[src/rtl/dmem_arb_pkg.sv]
// -----------------------------------------------------------------------------
// dmem_arb_pkg
// Shared types and constants for the data-memory arbiter:
//   - arbiter state encoding
//   - transaction owner encoding
//   - lowest legal values for the arbiter parameters
//   - counter width helper
// -----------------------------------------------------------------------------
package dmem_arb_pkg;

    typedef enum logic [1:0] {
        IDLE  = 2'd0,
        ISSUE = 2'd1,
        WAIT  = 2'd2,
        RESP  = 2'd3
    } arb_state_e;

    typedef enum logic {
        OWN_CPU = 1'b0,
        OWN_DBG = 1'b1
    } arb_owner_e;

    localparam int RD_LAT_MIN   = 1;
    localparam int MAX_WAIT_MIN = 1;

    // Bits needed to hold any value in 0..max_val (at least one bit).
    function automatic int cnt_width(input int max_val);
        return (max_val < 2) ? 1 : $clog2(max_val + 1);
    endfunction

endpackage

[src/rtl/dmem_arbiter_starve_counter.sv]
// -----------------------------------------------------------------------------
// arb_starve_counter
// Saturating count of consecutive arbitrations lost by the debug port.
//
// Ports:
//   clk          in   system clock, rising edge
//   reset_all_n  in   synchronous active-low reset, clears the count
//   inc          in   debug lost an arbitration this cycle
//   clr          in   debug granted, or debug not requesting at a decision
//   sat          out  count has reached MAX_WAIT
// -----------------------------------------------------------------------------
module arb_starve_counter
    import dmem_arb_pkg::*;
#(
    parameter int MAX_WAIT = 4
) (
    input  logic clk,
    input  logic reset_all_n,
    input  logic inc,
    input  logic clr,
    output logic sat
);

    localparam int CNT_W = cnt_width(MAX_WAIT);

    if (MAX_WAIT < MAX_WAIT_MIN) begin : g_bad_max_wait
        $error("arb_starve_counter: MAX_WAIT must be at least 1");
    end

    logic [CNT_W-1:0] cnt_q;
    logic [CNT_W-1:0] cnt_d;

    assign sat = (cnt_q == CNT_W'(MAX_WAIT));

    // Clear wins over increment; the count holds once saturated.
    always_comb begin
        cnt_d = cnt_q;
        if (clr) begin
            cnt_d = '0;
        end else if (inc && !sat) begin
            cnt_d = cnt_q + 1'b1;
        end
    end

    always_ff @(posedge clk) begin
        if (!reset_all_n) begin
            cnt_q <= '0;
        end else begin
            cnt_q <= cnt_d;
        end
    end

endmodule

[src/rtl/dmem_arbiter.sv]
// -----------------------------------------------------------------------------
// dmem_arbiter
// Shares the single data-memory BRAM port between the CPU control path and
// the debug/program-loader port. One transaction is outstanding at a time;
// the CPU has priority, and the debug port wins once it has lost MAX_WAIT
// consecutive arbitrations. All outputs are registered.
//
// Ports:
//   clk, reset_all_n                 clock, synchronous active-low reset
//   cpu_req/we/addr/wdata            CPU request, held until cpu_gnt
//   cpu_gnt, cpu_rvalid, cpu_rdata   CPU accept pulse, read-valid pulse, data
//   dbg_*                            same set for the debug/loader port
//   mem_en/we/addr/wdata             BRAM port controls
//   mem_rdata                        BRAM read data, RD_LAT cycles after mem_en
//
// state | meaning
// ------+---------------------------------------------------------------
// IDLE  | sample requests, pick a winner, latch its command
// ISSUE | mem_en and owner's gnt high for one cycle
// WAIT  | read in flight, lat_cnt counts down to the data-valid cycle
// RESP  | owner's rdata updated, owner's rvalid high for one cycle
// -----------------------------------------------------------------------------
module dmem_arbiter
    import dmem_arb_pkg::*;
#(
    parameter int AW       = 10,
    parameter int DW       = 32,
    parameter int RD_LAT   = 2,
    parameter int MAX_WAIT = 4
) (
    input  logic          clk,
    input  logic          reset_all_n,

    input  logic          cpu_req,
    input  logic          cpu_we,
    input  logic [AW-1:0] cpu_addr,
    input  logic [DW-1:0] cpu_wdata,
    output logic          cpu_gnt,
    output logic          cpu_rvalid,
    output logic [DW-1:0] cpu_rdata,

    input  logic          dbg_req,
    input  logic          dbg_we,
    input  logic [AW-1:0] dbg_addr,
    input  logic [DW-1:0] dbg_wdata,
    output logic          dbg_gnt,
    output logic          dbg_rvalid,
    output logic [DW-1:0] dbg_rdata,

    output logic          mem_en,
    output logic          mem_we,
    output logic [AW-1:0] mem_addr,
    output logic [DW-1:0] mem_wdata,
    input  logic [DW-1:0] mem_rdata
);

    localparam int LAT_W = cnt_width(RD_LAT);

    if (RD_LAT < RD_LAT_MIN) begin : g_bad_rd_lat
        $error("dmem_arbiter: RD_LAT must be at least 1");
    end

    arb_state_e    state_q,      state_d;
    arb_owner_e    owner_q,      owner_d;
    logic          we_q,         we_d;
    logic [LAT_W-1:0] lat_cnt_q, lat_cnt_d;

    logic          cpu_gnt_q,    cpu_gnt_d;
    logic          cpu_rvalid_q, cpu_rvalid_d;
    logic [DW-1:0] cpu_rdata_q,  cpu_rdata_d;
    logic          dbg_gnt_q,    dbg_gnt_d;
    logic          dbg_rvalid_q, dbg_rvalid_d;
    logic [DW-1:0] dbg_rdata_q,  dbg_rdata_d;
    logic          mem_en_q,     mem_en_d;
    logic          mem_we_q,     mem_we_d;
    logic [AW-1:0] mem_addr_q,   mem_addr_d;
    logic [DW-1:0] mem_wdata_q,  mem_wdata_d;

    logic starve_inc;
    logic starve_clr;
    logic starve_sat;
    logic dbg_wins;
    logic win_we;

    arb_starve_counter #(
        .MAX_WAIT (MAX_WAIT)
    ) u_starve (
        .clk         (clk),
        .reset_all_n (reset_all_n),
        .inc         (starve_inc),
        .clr         (starve_clr),
        .sat         (starve_sat)
    );

    assign dbg_wins = dbg_req && (!cpu_req || starve_sat);
    assign win_we   = dbg_wins ? dbg_we : cpu_we;

    always_comb begin
        state_d      = state_q;
        owner_d      = owner_q;
        we_d         = we_q;
        lat_cnt_d    = lat_cnt_q;
        cpu_gnt_d    = 1'b0;
        cpu_rvalid_d = 1'b0;
        cpu_rdata_d  = cpu_rdata_q;
        dbg_gnt_d    = 1'b0;
        dbg_rvalid_d = 1'b0;
        dbg_rdata_d  = dbg_rdata_q;
        mem_en_d     = 1'b0;
        mem_we_d     = 1'b0;
        mem_addr_d   = mem_addr_q;
        mem_wdata_d  = mem_wdata_q;
        starve_inc   = 1'b0;
        starve_clr   = 1'b0;

        case (state_q)
            IDLE: begin
                // Starvation bookkeeping happens only on IDLE decisions.
                starve_clr = !dbg_req || dbg_wins;
                starve_inc = dbg_req && !dbg_wins;
                if (cpu_req || dbg_req) begin
                    owner_d     = dbg_wins ? OWN_DBG : OWN_CPU;
                    we_d        = win_we;
                    mem_addr_d  = dbg_wins ? dbg_addr  : cpu_addr;
                    mem_wdata_d = dbg_wins ? dbg_wdata : cpu_wdata;
                    mem_en_d    = 1'b1;
                    mem_we_d    = win_we;
                    cpu_gnt_d   = !dbg_wins;
                    dbg_gnt_d   = dbg_wins;
                    state_d     = ISSUE;
                end
            end

            ISSUE: begin
                if (we_q) begin
                    state_d = IDLE;
                end else begin
                    state_d   = WAIT;
                    lat_cnt_d = LAT_W'(RD_LAT - 1);
                end
            end

            // mem_rdata is valid during the WAIT cycle where lat_cnt is 0,
            // so it is captured on the edge that enters RESP.
            WAIT: begin
                if (lat_cnt_q == '0) begin
                    state_d = RESP;
                    if (owner_q == OWN_DBG) begin
                        dbg_rdata_d  = mem_rdata;
                        dbg_rvalid_d = 1'b1;
                    end else begin
                        cpu_rdata_d  = mem_rdata;
                        cpu_rvalid_d = 1'b1;
                    end
                end else begin
                    lat_cnt_d = lat_cnt_q - 1'b1;
                end
            end

            RESP: begin
                state_d = IDLE;
            end

            default: begin
                state_d = IDLE;
            end
        endcase
    end

    always_ff @(posedge clk) begin
        if (!reset_all_n) begin
            state_q      <= IDLE;
            owner_q      <= OWN_CPU;
            we_q         <= 1'b0;
            lat_cnt_q    <= '0;
            cpu_gnt_q    <= 1'b0;
            cpu_rvalid_q <= 1'b0;
            cpu_rdata_q  <= '0;
            dbg_gnt_q    <= 1'b0;
            dbg_rvalid_q <= 1'b0;
            dbg_rdata_q  <= '0;
            mem_en_q     <= 1'b0;
            mem_we_q     <= 1'b0;
            mem_addr_q   <= '0;
            mem_wdata_q  <= '0;
        end else begin
            state_q      <= state_d;
            owner_q      <= owner_d;
            we_q         <= we_d;
            lat_cnt_q    <= lat_cnt_d;
            cpu_gnt_q    <= cpu_gnt_d;
            cpu_rvalid_q <= cpu_rvalid_d;
            cpu_rdata_q  <= cpu_rdata_d;
            dbg_gnt_q    <= dbg_gnt_d;
            dbg_rvalid_q <= dbg_rvalid_d;
            dbg_rdata_q  <= dbg_rdata_d;
            mem_en_q     <= mem_en_d;
            mem_we_q     <= mem_we_d;
            mem_addr_q   <= mem_addr_d;
            mem_wdata_q  <= mem_wdata_d;
        end
    end

    assign cpu_gnt    = cpu_gnt_q;
    assign cpu_rvalid = cpu_rvalid_q;
    assign cpu_rdata  = cpu_rdata_q;
    assign dbg_gnt    = dbg_gnt_q;
    assign dbg_rvalid = dbg_rvalid_q;
    assign dbg_rdata  = dbg_rdata_q;
    assign mem_en     = mem_en_q;
    assign mem_we     = mem_we_q;
    assign mem_addr   = mem_addr_q;
    assign mem_wdata  = mem_wdata_q;

endmodule

[config.mk]
export PLATFORM = sky130hd
export DESIGN_NAME = dmem_arbiter
export DESIGN_NICKNAME = d
export VERILOG_FILES = /design/src/rtl/dmem_arb_pkg.sv /design/src/rtl/dmem_arbiter_starve_counter.sv /design/src/rtl/dmem_arbiter.sv
export SDC_FILE = /design/constraint.sdc
export NUM_CORES = 1
export LEC_CHECK = 0
export ABC_AREA = 1
export CORE_ASPECT_RATIO = 0.5
export CORE_UTILIZATION = 40
export DETAILED_ROUTE_END_ITERATION = 10
export PLACE_DENSITY = 0.8
export SKIP_CTS_REPAIR_TIMING = 1
export SLEW_MARGIN = 20
export SYNTH_ARGS = -nofsm -noshare
export SYNTH_HDL_FRONTEND = slang
export SYNTH_HIERARCHICAL = 1
export SYNTH_SLANG_ARGS = --single-unit
[constraint.sdc]
create_clock -name clk -period 1.8 [get_ports clk]
set_input_delay 0.36 -clock clk [delete_from_list [all_inputs] [get_ports clk]]
set_output_delay 0.36 -clock clk [all_outputs]
set_load 0.02 [all_outputs]
-- Word-level counts from Yosys, hierarchy flattened
Cells that the tools add are included.
- register bits after elaboration: 121
- bits in latches: 0
- bits in writable memories: 0
- memory bits (read-only): 0
- input port bits: 122
- output and inout port bits: 112
- word-level logic and storage cells: 65
- memories: 0
- add/subtract/negate cells: 2
- multipliers: 0
- divide/modulo/power cells: 0
- order comparisons: 0
- equality and inequality tests: 8
- shifts and indexed selects: 0
- muxes and demuxes: 16
- bitwise operators: 2
- reductions and logical operators: 22
- operator list (operator ; number):
    $mux W32 ; 1
    $reduce_and A3 Y1 ; 5
    $mux W10 ; 1
    $mux W2 ; 5
    $ne A2 B2 Y1 const B ; 4
    $pmux W2 S4 ; 1
    $mux W1 ; 7
    $reduce_and A2 Y1 ; 3
    $eq A2 B2 Y1 const B ; 2
    $logic_not A1 Y1 ; 4
    $logic_not A2 Y1 ; 2
    $pmux W2 S2 ; 1
    $add A3 B1 Y3 const B ; 1
    $eq A3 B3 Y1 const B ; 1
    $logic_and A1 B1 Y1 ; 3
    $logic_or A1 B1 Y1 ; 3
    $eq A2 B1 Y1 const B ; 1
    $not A1 Y1 ; 2
    $reduce_bool A2 Y1 ; 1
    $reduce_or A2 Y1 ; 1
    $sub A2 B1 Y2 const B ; 1

-- Depth between registers and ports, before layout
Gate-level depths: netlist of the first run.
- word-level depth: 7
- mapped depth: 12

-- By module
The synthesis of the first run kept the hierarchy.
- by module, submodules not included (module ; instances ; cells each ; area each (um^2)):
    dmem_arbiter ; 1 ; 588 ; 4459.3
    arb_starve_counter ; 1 ; 28 ; 178.9

-- Worst setup path after synthesis of the first run
No wires, ideal clock.
- kind: register -> register
- start: register u_starve.cnt_q[0]
- end: register mem_addr_q[0], in the netlist mem_addr[0]
- data arrival time: 1.445 ns
- data required time: 1.738 ns
- slack: 0.294 ns
- stages on the path, launching flop included: 11
- path buffers: 1
- cells stage by stage: dfxtp_1 inv_1 ha_1 nand2_2 inv_1 inv_1 nand2_1 nand2_1 clkbuf_1 nand3_1 nand3_1
- word-level cells in the longest chain between the ends: 4
- ends and longest elaborated chain (what ; line ; source):
    from (decl) ; dmem_arbiter_starve_counter.sv:30 ; logic [CNT_W-1:0] cnt_q;
    from (signal assigned) ; dmem_arbiter_starve_counter.sv:49 ; cnt_q <= cnt_d;
    $eq A3 B3 Y1 ; dmem_arbiter_starve_counter.sv:33 ; assign sat = (cnt_q == CNT_W'(MAX_WAIT));
    named net starve_sat ; dmem_arbiter.sv:81 ; logic starve_sat;
    $logic_or A1 B1 Y1 ; dmem_arbiter.sv:95 ; assign dbg_wins = dbg_req && (!cpu_req || starve_sat);
    $logic_and A1 B1 Y1 ; dmem_arbiter.sv:95 ;
    $mux W10 ; dmem_arbiter.sv:124 ; mem_addr_d = dbg_wins ? dbg_addr : cpu_addr;
    to (signal assigned) ; dmem_arbiter.sv:199 ; mem_addr_q <= mem_addr_d;
    to (decl) ; dmem_arbiter.sv:76 ; logic [AW-1:0] mem_addr_q, mem_addr_d;
The timed path passes the listed nets, and every way through them passes these cells.
A chain may end at the register's enable or synchronous reset.

-- Worst setup path in the final report of the first run
- start: register mem_wdata_q[4], in the netlist mem_wdata[4]
- end: output mem_wdata[4]
- RTL lines (what ; line ; source):
    from (decl) ; dmem_arbiter.sv:77 ; logic [DW-1:0] mem_wdata_q, mem_wdata_d;
    from (signal assigned) ; dmem_arbiter.sv:200 ; mem_wdata_q <= mem_wdata_d;
    to (decl) ; dmem_arbiter.sv:53 ; output logic [DW-1:0] mem_wdata,
No word-level cell between the ends.

==> reports/metrics.cfg, run 1 <==
[setup_path]
reg2reg_depth=11
r2r-start=u_starve/cnt_q[0]
crit_family=buffers and inverters
slowest_delay_ps=650
cpMaxStageDelayCell=clkdlybuf4s50_1
crit_chain=clkdlybuf4s50_1
timing.critical_path.buf_inv=1
start_kind=flop
path_class=reg -> out
cp.depth=1
reg2reg_slack_ps=140
end_kind=output pin
critPathMaxFanout=2
r2r_end=mem_addr[3]
worstPathRequired_ps=1440
cp_data_arrival_time_ps=1390

[yosys]
avgSynthCellArea_sq_um=7.53
synthAdderAreaFrac_pct=0.809
synth_compound_area_share_pct=7.77
ys_ff_latch=121
synthSimpleGateAreaFrac_pct=32.3
synth_mux_area_share_pct=0
syn_area_sq_um=4640
synth_area_leaders=dfxtp_1, nand3_1, nor2_1, o21ai_0, nand2_1
synth_top_area_share_pct=52.2
ys_seq_area_share_pct=52.2
syn_inst=616
synth_top_area_cell=dfxtp_1
synth_cell_types=21
yosysWarnings=6
synth_top_family_by_area=simple AND/OR/NAND/NOR gates
syn_nets=741
synthXorXnorAreaFrac_pct=0

[status]
status=complete, no violations

[finish]
final_cell_mix=clkdlybuf4s50_1, nor2_1, nand3_1, dfxtp_1, nand2_1
n_fill_cell=891
syn_to_final_growth_pct=67.7
nets=969
drive_gt1_share_pct=7.47
layout_commonest_cell=clkdlybuf4s50_1
instances_no_fill=1002
diodes=0

[placed_design]
hpwl_um=9750
portBuffers=233
globalplace.congestion=0.798
place_inst=970

[sta]
finalClockSkew_ps=12.2
max_clock_freq_mhz=572
drv_slew=0
max_slew.worst_pin.slew_ps=636
min_period_ps=1750
relSlewSlack_pct=57.5
hold_viol_final=0
min_period_over_period_pct=97.1
hold_slack_ps=349
rsz0062_at_grt=no
finalSetupViolCount=0

[grt]
top_usage_layer=met2
grt_max_degree=42
grt_pass1_vias=4755
grt_use_met3_pct=7.56
gr-usage-met2_pct=41.8
gr-usage-met1_pct=27.0
grt_overflow_total=0
antenna_found_initial=0
grt_pass1_wl_um=22700
grt_usage_pct=23.8

[pwr]
vdd_ir_drop_max_mv=0.564
p_leak_nw=3.21
powerDensity_nw_per_um2=1050
finalPower_mw=8.14

[die]
die_x_um=154
num_io_pins=234
num_rows=27
core_sq_um=11100
die-area_sq_um=12100
die_h_um=78.1
start_util_pct=41.6

[routing]
drtPass1Iterations=5
drc_errors=0
ant_nets=0
vias=4857
drt_iter0_markers=263
drt_wl_total_um=14200
routedWlPerCell_um=14.2
via_per_inst=4.85

[clock_network]
insertion_delay_ps=410
cts_sinks=121
cts.clk_slew.worst_paths_ps=60
cts_buffer_depth=2
cts_buffers=17
root_buffer=clkbuf_16
htree_levels=4
cts_tree=done

[min_path]
hold_class=in -> reg
whs_endpoint=dbg_rdata[26]
hold_path.startpoint=reset_all_n
min_path_cells=3

[flow_run]
drv_cap=0

-- stage by stage --
step                setup WS (ps)  utilization, %  TNS (ps)  instance area [sq um]
global route                 3.14            69.8         0                   7780
finish                       52.4            69.8         0                   7780
detailed placement          -52.0            63.8      -403                   7110
CTS                          2.51            69.6         0                   7760
global placement            -9.30            63.8     -26.2                   7110
floorplan                     294               -         0                   4640
-- cell usage after synthesis, drive strengths merged --
cell type / n
a21oi: 5
buf: 23
clkbuf: 16
dfxtp: 121
ha: 3
inv: 30
nand2: 78
nand3: 120
nand4: 2
nor2: 149
nor3: 1
o21ai: 67
or2: 1
-- metal layers --
metal	share of wire, %	up-vias
met3	7.4	18
met1	42	2218
li1	-	2461
met5	0	-
met2	49	160
met4	1.7	0
-- registers in the layout (all words and copies together) (netlist names), named ones only --
register / cells
mem_en: 1
dbg_rdata: 32
lat_cnt_q: 2
cpu_rdata: 32
we_q: 1
cpu_rvalid: 1
state_q: 1
dbg_gnt: 1
mem_we: 1
u_starve/cnt_q: 3
cpu_gnt: 1
mem_addr: 10
owner_q: 1
dbg_rvalid: 1
mem_wdata: 32
-- logic make-up after synthesis --
group / Yosys count
buffers and inverters: 69
AO/OA/AOI/OAI: 72
AND/OR/NAND/NOR: 351
adder cells (fa/ha/maj): 3
flip-flops: 121
-- area by class of cell --
| cell class | instances | area [sq um] | area share (%) |
|---|---|---|---|
| timing repair buffer | 248 | 2500 | 32.1 |
| inverter | 30 | 113 | 1.45 |
| tap | 145 | 181 | 2.33 |
| multi-input combinational | 426 | 1910 | 24.5 |
| sequential | 121 | 2420 | 31.2 |
| clock inverter | 12 | 188 | 2.41 |
| clock buffer | 20 | 467 | 6.00 |
-- report_power, final --
| group | switching (mW) | leakage [nW] | internal (mW) |
|---|---|---|---|
| Sequential | 0.108 | 0.988 | 2.88 |
| Combinational | 0.715 | 1.91 | 0.724 |
| Clock | 1.27 | 0.313 | 2.45 |
-- how the worst max path moves through the flow --
| stage | endpoint | start |
|---|---|---|
| 6_report | mem_wdata[4] | mem_wdata[4] |
| 2_1_floorplan | mem_addr[0] | u_starve/cnt_q[0] |
| 3_5_place_dp | mem_wdata[8] | cpu_req |
| 5_1_grt | mem_wdata[4] | mem_wdata[4] |
| 4_1_cts | mem_wdata[3] | u_starve/cnt_q[0] |
| 3_3_place_gp | mem_wdata[8] | cpu_req |
No activity file was read; power rests on OpenSTA's default activity.
==> run 2, diff against run 1 <==
--- a/config.mk
+++ b/config.mk
@@ -10,6 +10,7 @@
 export CORE_UTILIZATION = 40
 export DETAILED_ROUTE_END_ITERATION = 10
 export PLACE_DENSITY = 0.8
+export REMOVE_ABC_BUFFERS = 1
 export SKIP_CTS_REPAIR_TIMING = 1
 export SLEW_MARGIN = 20
 export SYNTH_ARGS = -nofsm -noshare
==> run 2 against run 1 <==
Largest cell class unchanged. Critical path depth unchanged. Highest routed layer unchanged. Clock skew decreased by 3.6 ps. Cell area is 0.19% lower. Sequential share of layout area rose by 0.060 points. Global-route usage up 0.21 points. Flip-flop and latch count is the same.
==> reports/metrics.cfg, run 2 (synthesis results as in run 1) <==
[status]
status=complete, no violations  ; unchanged

[sta]
finalClockSkew_ps=8.63  ; was 12.2 ps
max_clock_freq_mhz=569  ; was 572 MHz
finalSetupViolCount=0  ; unchanged
relSlewSlack_pct=59.8  ; was 57.5%
fin_setup_tns_ps=0  ; unchanged
drv_slew=0  ; unchanged
min_period_ps=1760  ; was 1750 ps
min_period_over_period_pct=97.6  ; was 97.1%
hold_viol_final=0  ; unchanged
max_slew.worst_pin.slew_ps=602  ; was 636 ps
rsz0062_at_grt=no  ; unchanged
hold_slack_ps=321  ; was 349 ps

[setup_path]
crit_chain=clkdlybuf4s50_1  ; unchanged
start_kind=flop  ; unchanged
timing.critical_path.buf_inv=1  ; unchanged
slowest_delay_ps=650  ; about the same
reg2reg_slack_ps=140  ; about the same
critPathMaxFanout=2  ; unchanged
path_class=reg -> out  ; unchanged
worstPathRequired_ps=1440  ; about the same
cpMaxStageDelayCell=clkdlybuf4s50_1  ; unchanged
reg2reg_depth=11  ; unchanged
end_kind=output pin  ; unchanged
crit_family=buffers and inverters  ; unchanged
cp_data_arrival_time_ps=1400  ; was 1390 ps
r2r-start=u_starve/cnt_q[1]  ; was u_starve/cnt_q[0]
r2r_end=mem_addr[4]  ; was mem_addr[3]

[routing]
drc_errors=0  ; unchanged
drt_wl_total_um=14100  ; was 14200 um
routedWlPerCell_um=14.0  ; was 14.2 um
vias=4893  ; was 4857
via_per_inst=4.87  ; was 4.85
ant_nets=0  ; unchanged
drt_iter0_markers=313  ; was 263
drtPass1Iterations=5  ; unchanged

[pwr]
vdd_ir_drop_max_mv=0.579  ; was 0.564 mV
p_leak_nw=3.24  ; was 3.21 nW
finalPower_mw=7.80  ; was 8.14 mW
powerDensity_nw_per_um2=1000  ; was 1050 nW/um^2

[clock_network]
cts_sinks=121  ; unchanged
cts_buffers=17  ; unchanged
cts_buffer_depth=2  ; unchanged
root_buffer=clkbuf_16  ; unchanged
cts_tree=done  ; unchanged
htree_levels=4  ; unchanged
insertion_delay_ps=410  ; about the same
cts.clk_slew.worst_paths_ps=60  ; about the same

[finish]
syn_to_final_growth_pct=67.3  ; was 67.7%
fin_util_pct=69.6  ; was 69.8%
drive_gt1_share_pct=7.91  ; was 7.47%
final_cell_mix=clkdlybuf4s50_1, nor2_1, nand3_1, dfxtp_1, nand2_1  ; unchanged
diodes=0  ; unchanged
nets=972  ; was 969
layout_commonest_cell=clkdlybuf4s50_1  ; unchanged

[grt]
grt_overflow_total=0  ; unchanged
grt_pass1_wl_um=22700  ; about the same
grt_pass1_vias=4644  ; was 4755
grt_max_degree=42  ; unchanged
antenna_found_initial=0  ; unchanged
grt_usage_pct=24.0  ; was 23.8%

[die]
num_rows=27  ; unchanged
die_h_um=78.1  ; unchanged
die-area_sq_um=12100  ; unchanged
die_x_um=154  ; unchanged
core_sq_um=11100  ; unchanged
num_io_pins=234  ; unchanged
start_util_pct=41.6  ; unchanged

[flow_run]
drv_cap=0  ; unchanged

[placed_design]
hpwl_um=9730  ; was 9750 um
globalplace.congestion=0.833  ; was 0.798
portBuffers=233  ; unchanged

[min_path]
hold_class=in -> reg  ; unchanged
whs_endpoint=mem_addr[9]  ; was dbg_rdata[26]
hold_path.startpoint=reset_all_n  ; unchanged
min_path_cells=3  ; unchanged

## run 2: area by class of cell
type	instances	area (sq um)
fillers	915	3390
repair buffers	251	2540
flip-flops and latches	121	2420
multi-input cells	426	1910
clock buffers	18	439
well taps	145	181
clock inverters	14	153
inverters	30	113
## run 2: report_power, final
part           switching, mW  internal, mW
combinational          0.717         0.734
sequential             0.105          2.88
clock                   1.36          2.00
## run 2: through the flow
stage / cell area (sq um) / cells / setup slack [ps]
global route: 7760 / 1005 / 2.60
finish: 7760 / 1005 / 42.3
CTS: 7740 / 1004 / 0.836
global placement: 7150 / 972 / 13.8
floorplan: 4430 / 577 / -663
detailed placement: 7150 / 972 / 9.70
## run 2: routing by layer
layer	GRT usage (%)	part of all wire, %
met2	40.2	48
met3	10.7	9.3
met4	9.50	1.7
met1	27.0	40
met5	0	0
## run 2: how the worst max path moves through the flow
stage | depth (start not counted) | end | start
6_report | 1 | cpu_rdata[19] | cpu_rdata[19]
5_1_grt | 1 | dbg_rdata[9] | dbg_rdata[9]
4_1_cts | 11 | mem_wdata[8] | u_starve/cnt_q[0]
3_5_place_dp | 7 | mem_wdata[8] | cpu_req
3_3_place_gp | 7 | mem_wdata[17] | dbg_req
2_1_floorplan | 11 | mem_wdata[1] | u_starve/cnt_q[0]
==> run 3, diff against run 2 <==
==> constraint.sdc (replaced) <==
create_clock -name clk -period 1.74 [get_ports clk]
set_input_delay 0.348 -clock clk [delete_from_list [all_inputs] [get_ports clk]]
set_output_delay 0.348 -clock clk [all_outputs]
set_load 0.02 [all_outputs]
==> run 3 against run 2 <==
Wire length increased by 0.55%. Flip-flop and latch count did not move. Combinational power grew 4%. Register-to-register slack got worse by 30 ps. Clock power increased by 9.5%. Clock-buffer cell count did not move. Via count decreased by 0.14%. Power grew 6.1%. Sequential share of layout area is 0.46 points lower. Core utilization grew 1.0 points. Largest cell class unchanged. Non-clock buffer count did not move.
==> reports/metrics.cfg, run 3 (synthesis results as in run 1) <==
[finish]
fin_util_pct=70.7  ; was 69.6%
syn_to_final_growth_pct=69.8  ; was 67.3%
drive_gt1_share_pct=8.02  ; was 7.91%
multi_input_area_sq_um=1920  ; was 1910 sq um
regArea_sq_um=2420  ; unchanged
nets=972  ; unchanged
final_cell_mix=clkdlybuf4s50_1, nor2_1, nand3_1, dfxtp_1, nand2_1  ; unchanged
diodes=0  ; unchanged
layout_commonest_cell=clkdlybuf4s50_1  ; unchanged
n_fill_cell=869  ; was 915

[sta]
min_period_ps=1700
finalClockSkew_ps=12.7  ; was 8.63 ps
relSlewSlack_pct=57.6  ; was 59.8%
drv_slew=0  ; unchanged
finalSetupViolCount=0  ; unchanged
fin_setup_tns_ps=0  ; unchanged
max_clock_freq_mhz=587
max_slew.worst_pin.slew_ps=635  ; was 602 ps
setup_slack_ps=37.2  ; was 42.3 ps
min_period_over_period_pct=97.9
hold_viol_final=0  ; unchanged

[setup_path]
slowest_delay_ps=630  ; was 650 ps
timing.critical_path.buf_inv=1  ; unchanged
cp.depth=1  ; unchanged
path_class=reg -> out  ; unchanged
crit_chain=clkdlybuf4s50_1  ; unchanged
worstPathRequired_ps=1390  ; was 1440 ps
end_kind=output pin  ; unchanged
r2r_end=mem_wdata[28]  ; was mem_addr[4]
endpoint=mem_wdata[4]  ; was cpu_rdata[19]
reg2reg_slack_ps=110  ; was 140 ps
cp_data_arrival_time_ps=1350  ; was 1400 ps
r2r-start=u_starve/cnt_q[0]  ; was u_starve/cnt_q[1]
reg2reg_depth=11  ; unchanged
critPathMaxFanout=2  ; unchanged
start_kind=flop  ; unchanged
cpMaxStageDelayCell=clkdlybuf4s50_1  ; unchanged
worstSetupStartpoint=mem_wdata[4]  ; was cpu_rdata[19]
crit_family=buffers and inverters  ; unchanged

[routing]
routedWlPerCell_um=14.1  ; was 14.0 um
ant_nets=0  ; unchanged
vias=4886  ; was 4893
via_per_inst=4.86  ; was 4.87
drt_wl_total_um=14200  ; was 14100 um
drc_errors=0  ; unchanged
drt_iter0_markers=268  ; was 313
drtPass1Iterations=4  ; was 5

[clock_network]
insertion_delay_ps=400  ; was 410 ps
cts_tree=done  ; unchanged
root_buffer=clkbuf_16  ; unchanged
htree_levels=4  ; unchanged
cts_sinks=121  ; unchanged
cts_buffer_depth=2  ; unchanged
cts_buffers=17  ; unchanged
cts.clk_slew.worst_paths_ps=60  ; about the same

[pwr]
powerDensity_nw_per_um2=1050  ; was 1000 nW/um^2
finalPower_mw=8.27  ; was 7.80 mW
vdd_ir_drop_max_mv=0.757  ; was 0.579 mV
p_leak_nw=3.80  ; was 3.24 nW

[min_path]
hold_class=in -> reg  ; unchanged

[placed_design]
hpwl_um=9750  ; was 9730 um
portBuffers=233  ; unchanged
pre_cts_ws_ps=-60.5  ; was 9.70 ps
globalplace.congestion=0.824  ; was 0.833

[flow_run]
drv_cap=0  ; unchanged

[grt]
grt_usage_pct=23.8  ; was 24.0%
grt_pass1_wl_um=22800  ; was 22700 um
grt_overflow_total=0  ; unchanged
grt_max_degree=42  ; unchanged
grt_pass1_vias=4790  ; was 4644
antenna_found_initial=0  ; unchanged

[die]
start_util_pct=41.6  ; unchanged
num_io_pins=234  ; unchanged
core_sq_um=11100  ; unchanged
die_h_um=78.1  ; unchanged
die_x_um=154  ; unchanged
num_rows=27  ; unchanged
die-area_sq_um=12100  ; unchanged

[status]
status=complete, no violations  ; unchanged

run 3: where the power goes:
part           internal, mW  leakage [nW]  switching [mW]
logic                 0.757          2.51           0.752
clock network          2.33         0.304            1.35
registers              2.98         0.988           0.105
total                  6.07          3.80            2.21
run 3: tightest hold or removal path: stages:
cell	delay, ps
buf_2	170
nand4_1	110
nand2_1	50
run 3: routing by layer:
metal | vias up | wire length [um] | track usage [%]
li1 | 2470 | - | -
met5 | - | 0 | 0
met4 | 0 | 207 | 7.92
met3 | 16 | 1200 | 9.61
met1 | 2256 | 5890 | 26.3
met2 | 144 | 6890 | 42.1
run 3: worst min-delay path by stage:
stage	cells after the start	endpoint	startpoint
5_1_grt	3	mem_addr[9]	reset_all_n
2_1_floorplan	2	we_q	we_q
3_5_place_dp	2	mem_wdata[0]	mem_wdata[0]
4_1_cts	3	mem_addr[9]	reset_all_n
3_3_place_gp	2	mem_wdata[0]	mem_wdata[0]
6_report	3	mem_addr[9]	reset_all_n
run 3: area by class of cell:
type | instances | share of cell area, %
multi-input combinational | 426 | 24.3
inverter | 30 | 1.43
clock buffer | 18 | 5.57
clock inverter | 14 | 2.33
timing repair buffer | 251 | 33.3
tap | 145 | 2.30
sequential | 121 | 30.8
run 3: through the flow:
step / instances / hold slack, ps / instance area (sq um)
6_report: 1005 / 326 / 7880
5_1_grt: 1005 / 329 / 7880
4_1_cts: 1005 / 307 / 7780
3_5_place_dp: 973 / 445 / 7160
3_3_place_gp: 973 / 438 / 7160
2_1_floorplan: 577 / 427 / 4430
